<file path="src/rtl/laser_interlock_pkg.sv">
// Shared types and constants for the laser fault interlock:
// FSM state encoding, fault-source bit positions and a saturating counter helper.
package laser_interlock_pkg;

  localparam int FAULT_W    = 4;
  localparam int FLT_CW     = 0;
  localparam int FLT_PEAK   = 1;
  localparam int FLT_WIDTH  = 2;
  localparam int FLT_ADC_TO = 3;

  typedef enum logic [1:0] {
    ST_ARMED    = 2'd0,
    ST_TRIPPED  = 2'd1,
    ST_CLEARING = 2'd2
  } state_e;

  function automatic logic [7:0] sat_inc8(input logic [7:0] value);
    return (value == 8'hFF) ? value : value + 8'd1;
  endfunction

endpackage

</file>
<file path="src/rtl/pulse_timing_monitor.sv">
// Timing checks on the laser pulse: over-width detection and an ADC conversion
// watchdog started by each pulse rising edge. src_o[0]=over-width, src_o[1]=adc timeout.
module pulse_timing_monitor #(
  parameter int MAX_PULSE_CYCLES   = 2000,
  parameter int ADC_TIMEOUT_CYCLES = 4000,
  parameter int CNT_W              = 16
) (
  input  logic       clk,
  input  logic       rst,
  input  logic       laser_pulse_i,
  input  logic       adc_data_valid_i,
  output logic [1:0] src_o
);

  localparam logic [CNT_W-1:0] WIDTH_LAST = CNT_W'(MAX_PULSE_CYCLES - 1);
  localparam logic [CNT_W-1:0] ADC_LAST   = CNT_W'(ADC_TIMEOUT_CYCLES - 1);
  localparam logic [CNT_W-1:0] CNT_MAX    = '1;

  logic             pulse_q;
  logic [CNT_W-1:0] width_cnt_q, width_cnt_d;
  logic [CNT_W-1:0] adc_cnt_q, adc_cnt_d;
  logic             adc_armed_q, adc_armed_d;
  logic             rise;
  logic             adc_timeout;

  assign rise        = laser_pulse_i & ~pulse_q;
  assign adc_timeout = adc_armed_q && (adc_cnt_q == ADC_LAST);

  // NOTE: combinational blocks assign every output a default first so no latch is inferred.
  always_comb begin
    width_cnt_d = width_cnt_q;
    adc_armed_d = adc_armed_q;
    adc_cnt_d   = adc_cnt_q;

    if (!laser_pulse_i) begin
      width_cnt_d = '0;
    end else if (width_cnt_q != CNT_MAX) begin
      width_cnt_d = width_cnt_q + CNT_W'(1);
    end

    // A rise outranks a coincident valid strobe so a new pulse always restarts the watchdog.
    if (rise) begin
      adc_armed_d = 1'b1;
      adc_cnt_d   = '0;
    end else if (adc_data_valid_i || adc_timeout) begin
      adc_armed_d = 1'b0;
      adc_cnt_d   = '0;
    end else if (adc_armed_q) begin
      adc_cnt_d   = adc_cnt_q + CNT_W'(1);
    end
  end

  // NOTE: state registers use non-blocking assignments so all flops update together at the edge.
  always_ff @(posedge clk or posedge rst) begin
    if (rst) begin
      pulse_q     <= 1'b0;
      width_cnt_q <= '0;
      adc_cnt_q   <= '0;
      adc_armed_q <= 1'b0;
    end else begin
      pulse_q     <= laser_pulse_i;
      width_cnt_q <= width_cnt_d;
      adc_cnt_q   <= adc_cnt_d;
      adc_armed_q <= adc_armed_d;
    end
  end

  assign src_o[0] = laser_pulse_i && (width_cnt_q >= WIDTH_LAST);
  assign src_o[1] = adc_timeout;

endmodule

</file>
<file path="src/rtl/laser_fault_interlock.sv">
// Sticky laser fault interlock: trips on any fault source, drops laser_enable, and
// re-arms only after a clean clear request followed by a quiet hold period.
module laser_fault_interlock
  import laser_interlock_pkg::*;
#(
  parameter int MAX_PULSE_CYCLES   = 2000,
  parameter int ADC_TIMEOUT_CYCLES = 4000,
  parameter int CLEAR_HOLD_CYCLES  = 16,
  parameter int CNT_W              = 16
) (
  input  logic               clk,
  input  logic               rst,
  input  logic               laser_pulse,
  input  logic               adc_data_valid,
  input  logic               cw_current_limit_fail,
  input  logic               power_peak_current_limit_fail,
  input  logic               clear_power_fail,
  output logic               laser_enable,
  output logic               fault_active,
  output logic [FAULT_W-1:0] fault_code,
  output logic [FAULT_W-1:0] first_fault,
  output logic [7:0]         trip_count
);

  localparam int                HOLD_W    = $clog2(CLEAR_HOLD_CYCLES + 1);
  localparam logic [HOLD_W-1:0] HOLD_LAST = HOLD_W'(CLEAR_HOLD_CYCLES - 1);

  state_e             state_q, state_d;
  logic [HOLD_W-1:0]  hold_q, hold_d;
  logic [FAULT_W-1:0] fault_code_q, fault_code_d;
  logic [FAULT_W-1:0] first_fault_q, first_fault_d;
  logic [7:0]         trip_count_q, trip_count_d;
  logic               laser_enable_q, fault_active_q;
  logic [1:0]         timing_src;
  logic [FAULT_W-1:0] src;
  logic               any_src;

  pulse_timing_monitor #(
    .MAX_PULSE_CYCLES  (MAX_PULSE_CYCLES),
    .ADC_TIMEOUT_CYCLES(ADC_TIMEOUT_CYCLES),
    .CNT_W             (CNT_W)
  ) u_timing (
    .clk             (clk),
    .rst             (rst),
    .laser_pulse_i   (laser_pulse),
    .adc_data_valid_i(adc_data_valid),
    .src_o           (timing_src)
  );

  always_comb begin
    src             = '0;
    src[FLT_CW]     = cw_current_limit_fail;
    src[FLT_PEAK]   = power_peak_current_limit_fail;
    src[FLT_WIDTH]  = timing_src[0];
    src[FLT_ADC_TO] = timing_src[1];
  end

  assign any_src = |src;

  always_comb begin
    state_d       = state_q;
    hold_d        = hold_q;
    fault_code_d  = fault_code_q;
    first_fault_d = first_fault_q;
    trip_count_d  = trip_count_q;

    unique case (state_q)
      ST_ARMED: begin
        if (any_src) begin
          state_d       = ST_TRIPPED;
          first_fault_d = src;
          fault_code_d  = src;
          trip_count_d  = sat_inc8(trip_count_q);
        end
      end
      ST_TRIPPED: begin
        fault_code_d = fault_code_q | src;
        // A clear seen while a source is active is dropped, not remembered.
        if (clear_power_fail && !any_src && !laser_pulse) begin
          state_d = ST_CLEARING;
          hold_d  = '0;
        end
      end
      ST_CLEARING: begin
        fault_code_d = fault_code_q | src;
        if (any_src || laser_pulse) begin
          state_d = ST_TRIPPED;
          hold_d  = '0;
        end else if (hold_q == HOLD_LAST) begin
          state_d       = ST_ARMED;
          hold_d        = '0;
          fault_code_d  = '0;
          first_fault_d = '0;
        end else begin
          hold_d = hold_q + HOLD_W'(1);
        end
      end
      default: begin
        state_d = ST_CLEARING;
        hold_d  = '0;
      end
    endcase
  end

  // Outputs are registered from the next state so laser_enable drops the cycle after a fault.
  always_ff @(posedge clk or posedge rst) begin
    if (rst) begin
      state_q        <= ST_CLEARING;
      hold_q         <= '0;
      fault_code_q   <= '0;
      first_fault_q  <= '0;
      trip_count_q   <= '0;
      laser_enable_q <= 1'b0;
      fault_active_q <= 1'b1;
    end else begin
      state_q        <= state_d;
      hold_q         <= hold_d;
      fault_code_q   <= fault_code_d;
      first_fault_q  <= first_fault_d;
      trip_count_q   <= trip_count_d;
      laser_enable_q <= (state_d == ST_ARMED);
      fault_active_q <= (state_d != ST_ARMED);
    end
  end

  assign laser_enable = laser_enable_q;
  assign fault_active = fault_active_q;
  assign fault_code   = fault_code_q;
  assign first_fault  = first_fault_q;
  assign trip_count   = trip_count_q;

endmodule

</file>
<file path="config.mk">
export PLATFORM = sky130hd
export DESIGN_NAME = laser_fault_interlock
export DESIGN_NICKNAME = d
export VERILOG_FILES = /design/src/rtl/laser_interlock_pkg.sv /design/src/rtl/pulse_timing_monitor.sv /design/src/rtl/laser_fault_interlock.sv
export SDC_FILE = /design/constraint.sdc
export NUM_CORES = 1
export LEC_CHECK = 0
export ABC_CLOCK_PERIOD_IN_PS = 4200
export CAP_MARGIN = 20
export CORE_ASPECT_RATIO = 1.5
export CORE_UTILIZATION = 45
export DETAILED_ROUTE_END_ITERATION = 12
export GPL_ROUTABILITY_DRIVEN = 0
export PLACE_DENSITY = 0.73
export SLEW_MARGIN = 20
export SYNTH_ARGS = -nofsm -noshare
export SYNTH_HDL_FRONTEND = slang
export SYNTH_SLANG_ARGS = --single-unit
</file>
<file path="constraint.sdc">
create_clock -name clk -period 4.2 [get_ports clk]
set_input_delay 0.84 -clock clk [delete_from_list [all_inputs] [get_ports clk]]
set_output_delay 0.84 -clock clk [all_outputs]
set_load 0.05 [all_outputs]
</file>
==> qor.yml <==
cts_buffer_depth: 2
whs_ps: 485
cts_setup_buffers: 0
rsz0062_at_grt: "no"
cpPeakStageDelay_ps: 600
vdd.ir_drop.worst_uv: 519
cp_top_family: "simple AND/OR/NAND/NOR gates"
ant_nets: 0
layout_worst_path_cycle_share_pct: 64.5
diodes: 0
cts_tree: "done"
vias: 2323
tns_ps: 0
grt_pass1_vias: 2340
status: "complete, no violations"
ys.flop_type: "dfrtp_1"
placement.cell_area_sq_mm: 0.00333
port_buffers: 24
chipHeight_um: 102
critPathLaunchType: "input pin"
yosysWarnings: 0
synthCells: 310
power.leakage_nw: 1.50
core_area_sq_mm: 0.00649
synth_edf_count: 0
track_usage_pct: 20.3
ys_seq_area_share_pct: 49.1
grt_max_degree: 36
path_class: "input pin to register"
clk_pin_slew_ps: 70
area_delta_synth_final_pct: 16.4
grt_overflow: 0
hold_viol: 0
synth.ff_latch_count: 59
slowest_stage: "or4b_2"
fin_util_pct: 54.1
dieArea_sq_mm: 0.00704
yosysTopAreaCellShare_pct: 47.3
slew_violations: 0
cts_buffers: 9
synth_cell_types: 55
clk_latency_ps: 330
yosys-top-cells-area: "dfrtp_1 (47%), nor2_1 (5.4%), xnor2_1 (4.4%)"
syn-num-nets: 326
drc: 0
worstPathRequired_ps: 4410
rows: 36
clock.fmax_ghz: 0.369
cap_viol_max_count: 0
period_needed_ps: 2710
dr.pass1.iters: 4
io_pins: 25
clock_skew_ps: 8.17
final_area_sq_mm: 0.00351
hold_class: "register to register"
cts_resized: 0
wl_per_cell_um: 14.1
htreeDepth: 3
clock_sinks: 59
syn_area_sq_mm: 0.00301
drt_iter0_drc: 56
drive_gt1_share_pct: 8.16
initial_core_util_pct: 46.5
p_per_area_mw_per_mm2: 553
grt_antenna_before_repair: 0
final_cells: 419
arrival_ps: 2920
root_buffer: "clkbuf_8"
max-slew-margin-rel_pct: 46.8
cts.hold.buffers_added: 0
crit_path_cell_trace: "clkdlybuf4s50_1, or2_2, nor2_1, or4b_2, a211o_1, a22o_1"
grt_pass1_wl_um: 10500
cp-end-kind: "register"
worst-slew-pin-transition_ps: 798
async_reset_ff_share_pct: 100
path_max_fanout: 4
totalWireLength_um: 5900
vias_per_cell: 5.54
yosysTopAreaCell: "dfrtp_1"
dpl.hpwl_um: 4140
setup_violations: 0
post-place-cells: 404
nNetsFinal: 355
die_w_um: 68.8
cp.buffers_inverters: 1
postSynthAreaPerCell_sq_um: 9.72
layout make-up:
class / instances / area [sq um]
clock buffer: 13 / 169
fill: 631 / 2980
clock inverter: 2 / 10.0
sequential: 59 / 1480
tap: 76 / 95.1
multi-input combinational: 230 / 1460
inverter: 14 / 52.6
timing repair buffer: 25 / 248
cells in the final DEF, fill, tap and decap left out, drive strengths merged, types with 4 or more instances in the layout:
cell type	netlist	routed
and3	4	4
nand4	8	8
nand2	25	25
nand3	18	18
ha	9	9
nor2	44	44
o21ai	13	13
xnor2	15	15
xor2	15	15
clkbuf	7	13
a21oi	11	11
clkdlybuf4s50	0	24
or3	4	4
or4	4	4
dfrtp	57	57
nor3	10	10
inv	14	14
sequential cells by signal, indices dropped and copies added, names as in the netlist, 2 cells and up:
| signal | count |
|---|---|
| fault_code | 4 |
| hold_q | 5 |
| state_q | 2 |
| u_timing.adc_cnt_q | 16 |
| first_fault | 4 |
| trip_count | 8 |
| u_timing.width_cnt_q | 16 |
per-stage QoR:
step	setup slack, ps	power, mW
detailed placement	1170	1.48
finish	1490	1.94
CTS	1530	1.96
global route	1280	2.06
floorplan	1720	1.27
global placement	1200	1.47
final timing paths:
kind                       cells after the start                                  end                           startpoint  slack (ps)
setup / recovery                               6            fault_code[1]$_DFFE_PP0P_        power_peak_current_limit_fail        1490
min in group asynchronous                      2  u_timing.width_cnt_q[7]$_DFFE_PP0P_                                  rst         950
hold / removal                                 1     u_timing.adc_armed_q$_DFFE_PP0P_           u_timing.pulse_q$_DFF_PP0_         490
setup reg to reg                               7            trip_count[4]$_DFFE_PP0P_  u_timing.width_cnt_q[0]$_DFFE_PP0P_        1540
hold reg to reg                                1     u_timing.adc_armed_q$_DFFE_PP0P_           u_timing.pulse_q$_DFF_PP0_         490
max in group asynchronous                      3               fault_active$_DFF_PP1_                                  rst        2410
power by group:
group / total (mW) / internal [mW] / switching [mW]
Combinational: 0.739 / 0.266 / 0.473
Sequential: 0.735 / 0.656 / 0.0789
Clock: 0.468 / 0.257 / 0.211
Total: 1.94 / 1.18 / 0.762
metal layers:
layer  share of wire, %  vias up  global-route usage [%]
li1                   -     1156                       -
met1                 45     1129                    26.1
met5                  0        -                       0
met3                2.8        9                    4.69
met4                1.9        0                    10.7
met2                 50       29                    31.4
synth_stat cells, drive strengths merged, types with 2 or more instances:
master / count
o21ai: 13
or3: 4
nand2: 25
and3: 4
a21oi: 11
or4: 4
ha: 9
o21a: 2
dfrtp: 57
xnor2: 15
o22ai: 2
dfstp: 2
clkbuf: 7
nor2: 44
a31oi: 3
nand3: 18
and2: 3
a32o: 2
a211oi: 2
nor2b: 3
o211ai: 2
nor3: 10
nand4: 8
a22oi: 3
nand4b: 2
inv: 14
mux2i: 2
xor2: 15
a22o: 3
cells by family after synthesis:
kind of cell / synth area share (%)
DFF: 49.1
muxes: 1.04
xor gates and xnor gates: 8.72
adders and majority gates: 3.74
buffers and inverters: 2.62
AOI/OAI and AO/OA: 12.8
and+or+nand+nor: 22.0
Power figures use the tool's default switching activity.
